**config.mk**
```make
export PLATFORM = sky130hd
export DESIGN_NAME = mem_port_arbiter_flat
export DESIGN_NICKNAME = d
export VERILOG_FILES = /design/src/rtl/mem_port_arbiter_if.sv /design/src/rtl/mem_port_arbiter.sv /design/src/flat_wrapper.sv
export SDC_FILE = /design/constraint.sdc
export NUM_CORES = 1
export LEC_CHECK = 0
export CORE_MARGIN = 5
export CORE_UTILIZATION = 44
export CTS_CLUSTER_SIZE = 10
export DETAILED_ROUTE_END_ITERATION = 7
export PLACE_DENSITY = 0.95
export SLEW_MARGIN = 10
export SYNTH_ARGS = -nofsm -noshare
export SYNTH_HDL_FRONTEND = slang
export SYNTH_SLANG_ARGS = --single-unit
```
**constraint.sdc**
```tcl
create_clock -name clk -period 7.6 [get_ports clk]
set_clock_uncertainty 0.1 [all_clocks]
set_input_delay 1.52 -clock clk [delete_from_list [all_inputs] [get_ports clk]]
set_output_delay 1.52 -clock clk [all_outputs]
set_load 0.005 [all_outputs]
```
**src/rtl/mem_port_arbiter_if.sv**
```systemverilog
// Bundle of the fetch-side, data-side and memory-side handshake signals
// around the unified memory port arbiter.
interface mem_port_arbiter_if #(
  parameter int ADDR_W = 32,
  parameter int DATA_W = 32
);
  // Instruction-fetch side
  logic              i_req;
  logic [ADDR_W-1:0] i_addr;
  logic [DATA_W-1:0] i_rdata;
  logic              i_ack;
  // Data side
  logic              d_req;
  logic              d_we;
  logic [ADDR_W-1:0] d_addr;
  logic [DATA_W-1:0] d_wdata;
  logic [DATA_W-1:0] d_rdata;
  logic              d_ack;
  // Single-ported memory side
  logic              mem_req;
  logic              mem_we;
  logic [ADDR_W-1:0] mem_addr;
  logic [DATA_W-1:0] mem_wdata;
  logic [DATA_W-1:0] mem_rdata;
  logic              mem_ack;
  // Arbiter status
  logic              busy;

  // Arbiter view: serves the core requesters, drives the memory
  modport slave (
    input  i_req, i_addr, d_req, d_we, d_addr, d_wdata, mem_rdata, mem_ack,
    output i_rdata, i_ack, d_rdata, d_ack, mem_req, mem_we, mem_addr, mem_wdata, busy
  );

  // Environment view: core requesters plus the memory itself
  modport master (
    output i_req, i_addr, d_req, d_we, d_addr, d_wdata, mem_rdata, mem_ack,
    input  i_rdata, i_ack, d_rdata, d_ack, mem_req, mem_we, mem_addr, mem_wdata, busy
  );
endinterface

```
**src/rtl/mem_port_arbiter.sv**
```systemverilog
// Shares one single-ported memory between the instruction-fetch side (read
// only) and the data side (read/write). Data wins over fetch, except that a
// fetch kept waiting through MAX_WAIT consecutive data grants is forced in.
// Every output is a register; the memory handshake is held until mem_ack.
module mem_port_arbiter #(
  parameter int ADDR_W   = 32,
  parameter int DATA_W   = 32,
  parameter int MAX_WAIT = 4,
  parameter int WAIT_W   = 3
) (
  input  logic                clk,
  input  logic                reset,
  mem_port_arbiter_if.slave   bus
);

  typedef enum logic [1:0] {
    IDLE   = 2'd0,
    BUSY_I = 2'd1,
    BUSY_D = 2'd2
  } state_t;

  localparam logic [WAIT_W-1:0] MAX_WAIT_C = WAIT_W'(MAX_WAIT);

  state_t              state_r;
  state_t              state_s;
  logic [WAIT_W-1:0]   starve_cnt_r;
  logic                mem_req_r;
  logic                mem_we_r;
  logic [ADDR_W-1:0]   mem_addr_r;
  logic [DATA_W-1:0]   mem_wdata_r;
  logic                i_ack_r;
  logic                d_ack_r;
  logic [DATA_W-1:0]   i_rdata_r;
  logic [DATA_W-1:0]   d_rdata_r;
  logic                busy_r;

  logic                i_elig_s;
  logic                d_elig_s;
  logic                grant_i_s;
  logic                grant_d_s;
  logic                done_s;

  // A requester whose ack is high this cycle still shows its old req; mask it.
  assign i_elig_s = bus.i_req & ~i_ack_r;
  assign d_elig_s = bus.d_req & ~d_ack_r;
  // mem_ack only counts while a request is actually outstanding.
  assign done_s   = (state_r != IDLE) & mem_req_r & bus.mem_ack;

  // Next-state and grant decision.
  always_comb begin
    state_s   = state_r;
    grant_i_s = 1'b0;
    grant_d_s = 1'b0;
    case (state_r)
      IDLE: begin
        if (i_elig_s && (starve_cnt_r == MAX_WAIT_C)) begin
          grant_i_s = 1'b1;
          state_s   = BUSY_I;
        end else if (d_elig_s) begin
          grant_d_s = 1'b1;
          state_s   = BUSY_D;
        end else if (i_elig_s) begin
          grant_i_s = 1'b1;
          state_s   = BUSY_I;
        end else begin
          state_s   = IDLE;
        end
      end
      BUSY_I, BUSY_D: begin
        if (done_s) begin
          state_s = IDLE;
        end else begin
          state_s = state_r;
        end
      end
      default: begin
        state_s = IDLE;
      end
    endcase
  end

  // State register.
  always_ff @(posedge clk or posedge reset) begin
    if (reset) begin
      state_r <= IDLE;
    end else begin
      state_r <= state_s;
    end
  end

  // Starvation counter: counts data grants taken while a fetch is waiting.
  always_ff @(posedge clk or posedge reset) begin
    if (reset) begin
      starve_cnt_r <= {WAIT_W{1'b0}};
    end else if (grant_i_s) begin
      starve_cnt_r <= {WAIT_W{1'b0}};
    end else if (grant_d_s) begin
      if (!bus.i_req) begin
        starve_cnt_r <= {WAIT_W{1'b0}};
      end else if (starve_cnt_r == MAX_WAIT_C) begin
        starve_cnt_r <= MAX_WAIT_C;
      end else begin
        starve_cnt_r <= starve_cnt_r + WAIT_W'(1);
      end
    end
  end

  // Memory request registers: loaded on grant, held until completion.
  always_ff @(posedge clk or posedge reset) begin
    if (reset) begin
      mem_req_r   <= 1'b0;
      mem_we_r    <= 1'b0;
      mem_addr_r  <= {ADDR_W{1'b0}};
      mem_wdata_r <= {DATA_W{1'b0}};
    end else if (grant_i_s) begin
      mem_req_r   <= 1'b1;
      mem_we_r    <= 1'b0;
      mem_addr_r  <= bus.i_addr;
    end else if (grant_d_s) begin
      mem_req_r   <= 1'b1;
      mem_we_r    <= bus.d_we;
      mem_addr_r  <= bus.d_addr;
      mem_wdata_r <= bus.d_wdata;
    end else if (done_s) begin
      mem_req_r   <= 1'b0;
    end
  end

  // Completion: one-cycle ack to the served side and capture of read data.
  always_ff @(posedge clk or posedge reset) begin
    if (reset) begin
      i_ack_r   <= 1'b0;
      d_ack_r   <= 1'b0;
      i_rdata_r <= {DATA_W{1'b0}};
      d_rdata_r <= {DATA_W{1'b0}};
    end else begin
      i_ack_r <= done_s && (state_r == BUSY_I);
      d_ack_r <= done_s && (state_r == BUSY_D);
      if (done_s && (state_r == BUSY_I)) begin
        i_rdata_r <= bus.mem_rdata;
      end
      if (done_s && (state_r == BUSY_D) && !mem_we_r) begin
        d_rdata_r <= bus.mem_rdata;
      end
    end
  end

  // Busy flag tracks the state the FSM is entering.
  always_ff @(posedge clk or posedge reset) begin
    if (reset) begin
      busy_r <= 1'b0;
    end else begin
      busy_r <= (state_s != IDLE);
    end
  end

  assign bus.mem_req   = mem_req_r;
  assign bus.mem_we    = mem_we_r;
  assign bus.mem_addr  = mem_addr_r;
  assign bus.mem_wdata = mem_wdata_r;
  assign bus.i_ack     = i_ack_r;
  assign bus.d_ack     = d_ack_r;
  assign bus.i_rdata   = i_rdata_r;
  assign bus.d_rdata   = d_rdata_r;
  assign bus.busy      = busy_r;

endmodule

```
**src/flat_wrapper.sv**
```systemverilog
// flat-port wrapper written by rule: the top's interface ports become plain ports
module mem_port_arbiter_flat 
#(
  parameter int ADDR_W   = 32,
  parameter int DATA_W   = 32,
  parameter int MAX_WAIT = 4,
  parameter int WAIT_W   = 3
)
  (clk, reset, bus_i_req, bus_i_addr, bus_d_req, bus_d_we, bus_d_addr, bus_d_wdata, bus_mem_rdata, bus_mem_ack, bus_i_rdata, bus_i_ack, bus_d_rdata, bus_d_ack, bus_mem_req, bus_mem_we, bus_mem_addr, bus_mem_wdata, bus_busy);
  mem_port_arbiter_if #(.ADDR_W(ADDR_W), .DATA_W(DATA_W)) bus_i ();
  input  logic clk;
  input  logic reset;
  input wire logic [$bits(bus_i.i_req)-1:0] bus_i_req;
  input wire logic [$bits(bus_i.i_addr)-1:0] bus_i_addr;
  input wire logic [$bits(bus_i.d_req)-1:0] bus_d_req;
  input wire logic [$bits(bus_i.d_we)-1:0] bus_d_we;
  input wire logic [$bits(bus_i.d_addr)-1:0] bus_d_addr;
  input wire logic [$bits(bus_i.d_wdata)-1:0] bus_d_wdata;
  input wire logic [$bits(bus_i.mem_rdata)-1:0] bus_mem_rdata;
  input wire logic [$bits(bus_i.mem_ack)-1:0] bus_mem_ack;
  output wire logic [$bits(bus_i.i_rdata)-1:0] bus_i_rdata;
  output wire logic [$bits(bus_i.i_ack)-1:0] bus_i_ack;
  output wire logic [$bits(bus_i.d_rdata)-1:0] bus_d_rdata;
  output wire logic [$bits(bus_i.d_ack)-1:0] bus_d_ack;
  output wire logic [$bits(bus_i.mem_req)-1:0] bus_mem_req;
  output wire logic [$bits(bus_i.mem_we)-1:0] bus_mem_we;
  output wire logic [$bits(bus_i.mem_addr)-1:0] bus_mem_addr;
  output wire logic [$bits(bus_i.mem_wdata)-1:0] bus_mem_wdata;
  output wire logic [$bits(bus_i.busy)-1:0] bus_busy;
  assign bus_i.i_req = bus_i_req;
  assign bus_i.i_addr = bus_i_addr;
  assign bus_i.d_req = bus_d_req;
  assign bus_i.d_we = bus_d_we;
  assign bus_i.d_addr = bus_d_addr;
  assign bus_i.d_wdata = bus_d_wdata;
  assign bus_i.mem_rdata = bus_mem_rdata;
  assign bus_i.mem_ack = bus_mem_ack;
  assign bus_i_rdata = bus_i.i_rdata;
  assign bus_i_ack = bus_i.i_ack;
  assign bus_d_rdata = bus_i.d_rdata;
  assign bus_d_ack = bus_i.d_ack;
  assign bus_mem_req = bus_i.mem_req;
  assign bus_mem_we = bus_i.mem_we;
  assign bus_mem_addr = bus_i.mem_addr;
  assign bus_mem_wdata = bus_i.mem_wdata;
  assign bus_busy = bus_i.busy;
  mem_port_arbiter #(.ADDR_W(ADDR_W), .DATA_W(DATA_W), .MAX_WAIT(MAX_WAIT), .WAIT_W(WAIT_W)) u_core (.clk(clk), .reset(reset), .bus(bus_i));
endmodule
```
Word-level counts from Yosys, hierarchy flattened
Index checks and enable logic that the tools add are counted.
{"block": "op_classes", "bitwise_logic": 7, "n_eq_ne": 3, "addsub": 1, "n_reduce_logical": 12, "mux": 23}
{"op": "two-way mux 32 bit", "count": 2}
{"op": "two-way mux 1 bit", "count": 13}
{"op": "two-way mux 3 bit", "count": 4}
{"op": "two-way mux 2 bit", "count": 3}
{"op": "nonzero test 2 bit", "count": 3}
{"op": "AND 1 bit", "count": 4}
{"op": "logical AND 1 bit", "count": 4}
{"op": "one-hot mux 2 bit (2 select lines)", "count": 1}
{"op": "adder 3 x 1 -> 3 bit, second input constant", "count": 1}
{"op": "equality test 3 bit, second input constant", "count": 1}
{"op": "inverter 1 bit", "count": 3}
{"op": "nonzero test 3 bit", "count": 1}
{"op": "equality test 2 x 1 -> 1 bit, second input constant", "count": 1}
{"op": "equality test 2 bit, second input constant", "count": 1}
{"op": "zero test 2 bit", "count": 1}
{"op": "AND reduction 2 bit", "count": 1}
{"op": "OR reduction 2 bit", "count": 1}
{"op": "zero test 1 bit", "count": 1}
{"block": "word_totals", "wordCells": 57, "input_bits": 134, "ff_bits": 138, "out_inout_bits": 133}

Longest topological paths before layout
Gate-level depths: netlist of the first run.
{"block": "depth", "ltp_word": 8, "depth_mapped": 8, "ltp_nobuf": 6}

Worst setup path before layout of the first run
No wires, ideal clock.
{"block": "synth_timing", "path_kind": "input port to flip-flop", "from": "input port bus_i_req", "to": "register u_core.mem_wdata_r[10] (netlist: u_core.bus.mem_wdata[10])", "setup_ns": 0.125, "t_required_ns": 7.375, "path_buffers": 1, "t_arrival_ns": 2.600, "stages": 4, "setup_slack_ns": 4.776, "path_cell_list": "and2b_1 -> a21oi_2 -> buf_2 -> mux2_2"}
{"block": "synth_between", "elab_chain_len": 7, "elab_cells_between_ends": 10, "cone_classes": "6 x mux; 2 x bitwise; 2 x reduce/logical"}
{"element": "start, declared", "line": "flat_wrapper.sv:13", "rtl": "input wire logic [$bits(bus_i.i_req)-1:0] bus_i_req;"}
{"element": "AND 1 bit (*)", "line": "mem_port_arbiter.sv:44", "rtl": "assign i_elig_s = bus.i_req & ~i_ack_r;"}
{"element": "two-way mux 1 bit", "line": "mem_port_arbiter.sv:62", "rtl": "end else if (i_elig_s) begin"}
{"element": "two-way mux 1 bit", "line": "mem_port_arbiter.sv:59", "rtl": "end else if (d_elig_s) begin"}
{"element": "two-way mux 1 bit", "line": "mem_port_arbiter.sv:56", "rtl": "if (i_elig_s && (starve_cnt_r == MAX_WAIT_C)) begin"}
{"element": "two-way mux 1 bit", "line": "mem_port_arbiter.sv:54", "rtl": "case (state_r)"}
{"element": "inverter 1 bit (no source line)"}
{"element": "AND reduction 2 bit (no source line) (*)"}
{"element": "end signal, assigned", "line": "mem_port_arbiter.sv:114", "rtl": "mem_wdata_r <= {DATA_W{1'b0}};"}
{"element": "end signal, assigned", "line": "mem_port_arbiter.sv:123", "rtl": "mem_wdata_r <= bus.d_wdata;"}
{"element": "end, declared", "line": "mem_port_arbiter.sv:30", "rtl": "logic [DATA_W-1:0] mem_wdata_r;"}
Every way passes the cells marked *; elsewhere a longest branch is shown, timed or not.
A chain may end at the register's enable or synchronous reset.

Worst setup path after layout of the first run
{"block": "layout_timing", "from": "input port bus_i_req", "to": "register u_core.mem_addr_r[8] (netlist: u_core.bus.mem_addr[8])"}
{"block": "layout_between", "elab_chain_len": 6, "elab_cells_between_ends": 10, "cone_classes": "7 x mux; 1 x bitwise; 2 x reduce/logical"}
{"element": "AND 1 bit (*)", "line": "mem_port_arbiter.sv:44"}
{"element": "two-way mux 1 bit", "line": "mem_port_arbiter.sv:62"}
{"element": "two-way mux 1 bit", "line": "mem_port_arbiter.sv:59"}
{"element": "two-way mux 1 bit", "line": "mem_port_arbiter.sv:56"}
{"element": "two-way mux 1 bit", "line": "mem_port_arbiter.sv:54"}
{"element": "two-way mux 32 bit or nonzero test 2 bit (tied branches)"}
{"element": "end signal, assigned", "line": "mem_port_arbiter.sv:113", "rtl": "mem_addr_r <= {ADDR_W{1'b0}};"}
{"element": "end signal, assigned", "line": "mem_port_arbiter.sv:118", "rtl": "mem_addr_r <= bus.i_addr;"}
{"element": "end signal, assigned", "line": "mem_port_arbiter.sv:122", "rtl": "mem_addr_r <= bus.d_addr;"}
{"element": "end, declared", "line": "mem_port_arbiter.sv:29", "rtl": "logic [ADDR_W-1:0] mem_addr_r;"}
Marks and branches as above.

==> results of run 1 <==
worst min-delay path, stage by stage, from the launching register on:
cell     delay, ns
dfrtp_1       0.34
a22oi_1       0.07
nand2_1       0.06
Yosys cell counts, drive strengths merged (2+ instances only):
master,n
clkbuf,7
nor2b,3
a22oi,17
mux2,96
nor2,20
nand3,2
inv,8
and2,2
nand2,39
o21ai,5
ha,6
o22ai,12
buf,14
nor3,14
dfrtp,138
a21oi,12
report_power, final:
part / leakage [nW] / internal, W / switching [W]
logic: 1.92 / 0.00101 / 0.000554
registers: 1.67 / 0.00110 / 0.000214
clock network: 0.291 / 0.000532 / 0.000294
cells by family (layout without fill, tap and decap cells):
family,Yosys count,after routing,share of synthesized area [%]
compound gates,50,50,6.01
simple gates,83,83,6.42
mux,96,96,21.5
fa+ha+maj,6,6,1.35
buf+inv,29,310,2.61
flops,138,138,62.1
metrics by stage:
step / utilization [%] / std cells / instance area [sq um]
6_report: 71.8 / 855 / 8980
5_1_grt: 71.8 / 855 / 8980
3_5_place_dp: 67.0 / 824 / 8380
2_1_floorplan: - / 402 / 5560
3_3_place_gp: 67.0 / 824 / 8380
4_1_cts: 71.8 / 855 / 8980
routing by layer:
layer	vias to the layer above	wire, microns
met2	228	8590
met5	-	0
met4	0	583
met1	2055	5680
li1	1947	-
met3	44	1780
layout make-up:
cell class | instances | area, sq um
clock inverter | 6 | 85.1
tap | 172 | 215
inverter | 8 | 35.0
clock buffer | 25 | 515
multi-input combinational | 235 | 1980
sequential | 138 | 3450
timing repair buffer | 271 | 2700
fill | 850 | 3530
flip-flops by register name, indices dropped and copies added (netlist names):
| name | cells |
|---|---|
| u_core.bus.mem_addr | 32 |
| u_core.bus.mem_req | 1 |
| u_core.bus.busy | 1 |
| u_core.starve_cnt_r | 3 |
| u_core.bus.d_ack | 1 |
| u_core.bus.i_rdata | 32 |
| u_core.bus.d_rdata | 32 |
| u_core.bus.mem_wdata | 32 |
| u_core.bus.mem_we | 1 |
| u_core.state_r | 2 |
| u_core.bus.i_ack | 1 |
how the worst min path moves through the flow:
| stage | from | endpoint | slack [ns] | depth (start not counted) |
|---|---|---|---|---|
| floorplan | u_core.bus.mem_addr[0]$_DFFE_PP0P_ | u_core.bus.mem_addr[0]$_DFFE_PP0P_ | 0.39 | 2 |
| global placement | u_core.bus.mem_addr[10]$_DFFE_PP0P_ | u_core.bus.mem_addr[10]$_DFFE_PP0P_ | 0.38 | 2 |
| detailed placement | u_core.bus.d_rdata[26]$_DFFE_PP0P_ | u_core.bus.d_rdata[26]$_DFFE_PP0P_ | 0.39 | 1 |
| CTS | u_core.bus.mem_addr[11]$_DFFE_PP0P_ | u_core.bus.mem_addr[11]$_DFFE_PP0P_ | 0.41 | 2 |
| global route | u_core.bus.d_rdata[30]$_DFFE_PP0P_ | u_core.bus.d_rdata[30]$_DFFE_PP0P_ | 0.41 | 1 |
| finish | u_core.bus.mem_addr[11]$_DFFE_PP0P_ | u_core.bus.mem_addr[11]$_DFFE_PP0P_ | 0.40 | 2 |
==> results.ini, run 1 <==
[yosys]
syn-num-nets = 542
syn_avg_cell_area_sq_um = 13.8
synth.distinct_cells = 27
yosysTopAreaCellShare_pct = 62.1
yosysWarningCount = 0
synth_seq_cells = 138
netlist_area_sq_um = 5560
synth_edf_count = 0
synth_cells = 402
synth_area_leaders = dfrtp_1 (62%), mux2_2 (13%), mux2_4 (8.1%)
yosys.area.top_type = dfrtp_1
async_flop_share_pct = 100
ys.flop_type = dfrtp_1
ys_seq_area_share_pct = 62.1

[critical_path]
r2r_setup_slack_ns = 5.03
cp_max_fo = 33
worstSetupPathDepth = 5
rr_worst_depth = 6
cp-startpoint = bus_i_req
r2r_start = u_core.starve_cnt_r[0]$_DFFE_PP0P_
crit_type = in -> reg
cp.required_ns = 7.84
cp_top_family = compound AO/OA/AOI/OAI gates
path_cells = clkdlybuf4s50_1 > and2b_1 > o311a_1 > a22oi_1 > nand2_1
crit_end = u_core.bus.mem_addr[8]$_DFFE_PP0P_
cp-start-kind = input port
slowest_delay_ns = 1.04
r2r-end = u_core.bus.mem_addr[8]$_DFFE_PP0P_
critPathCaptureType = flip-flop
arrival_ns = 3.82
critPathSlowestCell = o311a_1
cp.buffers_inverters = 1

[placed_design]
io_buffer_count = 266
hpwlAfterDp_mm = 12.3
gp_congestion = 0.769
dp_slack_ns = 3.62

[cells_and_area]
final_common_cell = clkdlybuf4s50_1
antenna_cells = 0
final_cell_mix = clkdlybuf4s50_1 (266), dfrtp_1 (138), mux2_2 (66), nand2_1 (39), mux2_4 (30)
areaGrowthSynthToFinish_pct = 61.6
nNetsFinal = 811
drive_gt1_share_pct = 19.8

[clock_tree]
cts_setup_buffers = 0
cts_buffers = 17
h-tree-depth = 4
root_buffer = clkbuf_16
hold_buffers = 0
cts_resized = 0
clock_latency_ns = 0.41
cts.clk_slew.worst_paths_ns = 0.06
cts_max_path_buffers = 2
clock_sinks = 138
tritoncts = yes

[drt]
wl_per_cell_microns = 19.5
routed-via-count = 4274
vias_per_cell = 5.00
drtIter0Drc = 280
drc = 0
finalWirelength_mm = 16.6
ant_nets = 0
drtPass1Iterations = 5

[timing]
finalCritPeriodShare_pct = 47.1
max_freq_mhz = 279
worst_pin_slew_ns = 1.22
drv_slew = 0
fin_tns_setup_ns = 0
rsz0062_at_grt = false
finalWorstSetupSlack_ns = 4.02
hold_violations = 0
final.min_clock_period_ns = 3.58
final-setup-viol-count = 0
holdWs_ns = 0.398
slew_headroom_pct = 18.8

[floorplanning]
initial_core_util_pct = 44.4
core-area_sq_um = 12500
boundaryPins = 267
die_w_microns = 122
num_rows = 41
die_h_microns = 122
die-area_sq_um = 15000

[grt]
met1_usage_pct = 23.4
grt_max_degree = 72
grt-busiest-layer = met2
antenna_found_initial = 0
use_met2_pct = 38.9
grt_pass1_wl_mm = 25.5
gr-usage-met3_pct = 10.1
overflow = 0
grt_pass1_vias = 4851
grt_usage_pct = 22.4

[worst_hold_path]
hold_path_class = reg -> reg

[pwr]
power.total_w = 0.00370
ir_drop_uv = 249
power_density_nw_per_um2 = 412
p_leak_nw = 3.88

[flow_run]
maxCapViolCount = 0

[status]
status = completed

No activity file was read; power rests on OpenSTA's default activity.
==> inputs of run 2 (changes only) <==
- CORE_UTILIZATION: 44 -> 41
- PLACE_DENSITY: 0.95 -> 0.91
- clock period: 7.6 -> 3.7 ns (I/O delays scaled with it)
==> run 2 against run 1 <==
Compared with the run above: first-iteration DRC count shrank 48%; clock-buffer cell count shrank 2; clock power grew 90%; sequential share of layout area is essentially flat; final cell count grew 0.58%; critical path depth grew 2; sequential power grew 100%; combinational power grew 110%; die area grew 6.7%; setup slack lost 2.8 ns; non-clock buffer count grew 5; register-to-register slack lost 3.8 ns; critical path type is now reg -> reg; highest routed layer unchanged.
==> results.ini, run 2 (synthesis results as in run 1) <==
[drt]
wl_per_cell_microns = 18.6
finalWirelength_mm = 16.0
routed-via-count = 4336
drc = 0
drtIter0Drc = 145
ant_nets = 0
vias_per_cell = 5.04
drtPass1Iterations = 5

[clock_tree]
cts_buffers = 17
cts_max_path_buffers = 2
cts_setup_buffers = 0
cts_resized = 0
tritoncts = yes
h-tree-depth = 4
clock_sinks = 138
root_buffer = clkbuf_16
clock_latency_ns = 0.40
hold_buffers = 0
cts.clk_slew.worst_paths_ns = 0.05

[critical_path]
slowest_delay_ns = 0.48
cp-start-kind = flip-flop
cp.buffers_inverters = 2
critPathSlowestCell = buf_4
cp.required_ns = 3.89
worstSetupPathDepth = 7
r2r_setup_slack_ns = 1.19
r2r-end = u_core.bus.d_rdata[30]$_DFFE_PP0P_
crit_type = reg -> reg
r2r_start = u_core.state_r[0]$_DFF_PP0_
arrival_ns = 2.70
path_cells = inv_1 > ha_1 > and3b_1 > and2_1 > nor2b_4 > buf_4 > mux2_2
rr_worst_depth = 7
cp_top_family = simple AND/OR/NAND/NOR gates
critPathCaptureType = flip-flop
cp_max_fo = 32

[cells_and_area]
final_cell_mix = clkdlybuf4s50_1 (266), dfrtp_1 (138), mux2_2 (66), nand2_1 (39), mux2_4 (30)
drive_gt1_share_pct = 19.6
final_common_cell = clkdlybuf4s50_1
fillerInstances = 938
antenna_cells = 0
nNetsFinal = 816
areaGrowthSynthToFinish_pct = 61.5
postLayoutCellArea_sq_um = 8970

[pwr]
power_density_nw_per_um2 = 833
ir_drop_uv = 383
power.total_w = 0.00747
p_leak_nw = 3.88

[status]
status = completed

[timing]
worst_pin_slew_ns = 0.666
final-setup-viol-count = 0
finalWorstSetupSlack_ns = 1.19
rsz0062_at_grt = false
drv_slew = 0
final.min_clock_period_ns = 2.51
slew_headroom_pct = 55.6
holdWs_ns = 0.398
fin_tns_setup_ns = 0
hold_violations = 0
max_freq_mhz = 398
finalCritPeriodShare_pct = 67.9

[floorplanning]
core-area_sq_um = 13200
boundaryPins = 267
initial_core_util_pct = 42.0
num_rows = 42
die_w_microns = 126
die-area_sq_um = 16000
die_h_microns = 126

[grt]
grt_max_degree = 69
antenna_found_initial = 0
overflow = 0
grt_pass1_vias = 4904
grt_usage_pct = 20.3
grt_pass1_wl_mm = 25.8

[worst_hold_path]
worstHoldStart = u_core.bus.mem_addr[9]$_DFFE_PP0P_
min_to = u_core.bus.mem_addr[9]$_DFFE_PP0P_
hold_path_class = reg -> reg
holdPathStages = 2

[flow_run]
maxCapViolCount = 0

[placed_design]
io_buffer_count = 266
place_area_sq_um = 8440
gp_congestion = 0.828
dp_slack_ns = 0.827
hpwlAfterDp_mm = 12.1

run 2: cell types whose count changed in the layout (fill, tap and decap cells not counted), sizes merged:
cell      previous run  this run
inv                  8         7
clkbuf              25        23
buf                  5        10
clkinvlp             2         1
run 2: worst max path at each step:
stage                     slack [ns]                            endpoint                   startpoint
after CTS                       1.18  u_core.bus.d_rdata[30]$_DFFE_PP0P_  u_core.state_r[0]$_DFF_PP0_
after detailed placement        0.83  u_core.bus.d_rdata[30]$_DFFE_PP0P_                  bus_mem_ack
after global placement          0.89  u_core.bus.d_rdata[30]$_DFFE_PP0P_                  bus_mem_ack
after floorplan                 1.14           u_core.bus.busy$_DFF_PP0_                        reset
after global routing            1.05  u_core.bus.d_rdata[30]$_DFFE_PP0P_  u_core.state_r[0]$_DFF_PP0_
final                           1.19  u_core.bus.d_rdata[30]$_DFFE_PP0P_  u_core.state_r[0]$_DFF_PP0_
run 2: area by class of cell:
cell class / instances / area [sq um] / area share [%]
Clock inverter: 4 / 70.1 / 0.781
Clock buffer: 23 / 468 / 5.21
Tap cell: 176 / 220 / 2.45
Sequential cell: 138 / 3450 / 38.5
Timing Repair Buffer: 276 / 2750 / 30.6
Inverter: 8 / 33.8 / 0.376
Multi-Input combinational cell: 235 / 1980 / 22.0
run 2: per-stage QoR:
stage / util (%) / cells
global route: 67.8 / 860
CTS: 67.8 / 860
global placement: 63.7 / 833
finish: 67.8 / 860
floorplan: - / 402
detailed placement: 63.7 / 833
run 2: tightest hold or removal path: stages (launching register included):
cell	delay, ns
dfrtp_1	0.34
a22oi_1	0.07
nand2_1	0.06
run 2: metal layers:
layer | vias up | share of wire (%) | track usage, %
met5 | - | 0 | 0
met1 | 2130 | 37 | 22.9
met4 | 0 | 4.1 | 9.91
li1 | 1957 | - | -
met2 | 197 | 51 | 34.5
met3 | 52 | 7.5 | 6.73
run 2: power breakdown:
group	switching (W)	internal, W
sequential	0.000432	0.00225
clock	0.000567	0.00101
combinational	0.00113	0.00209
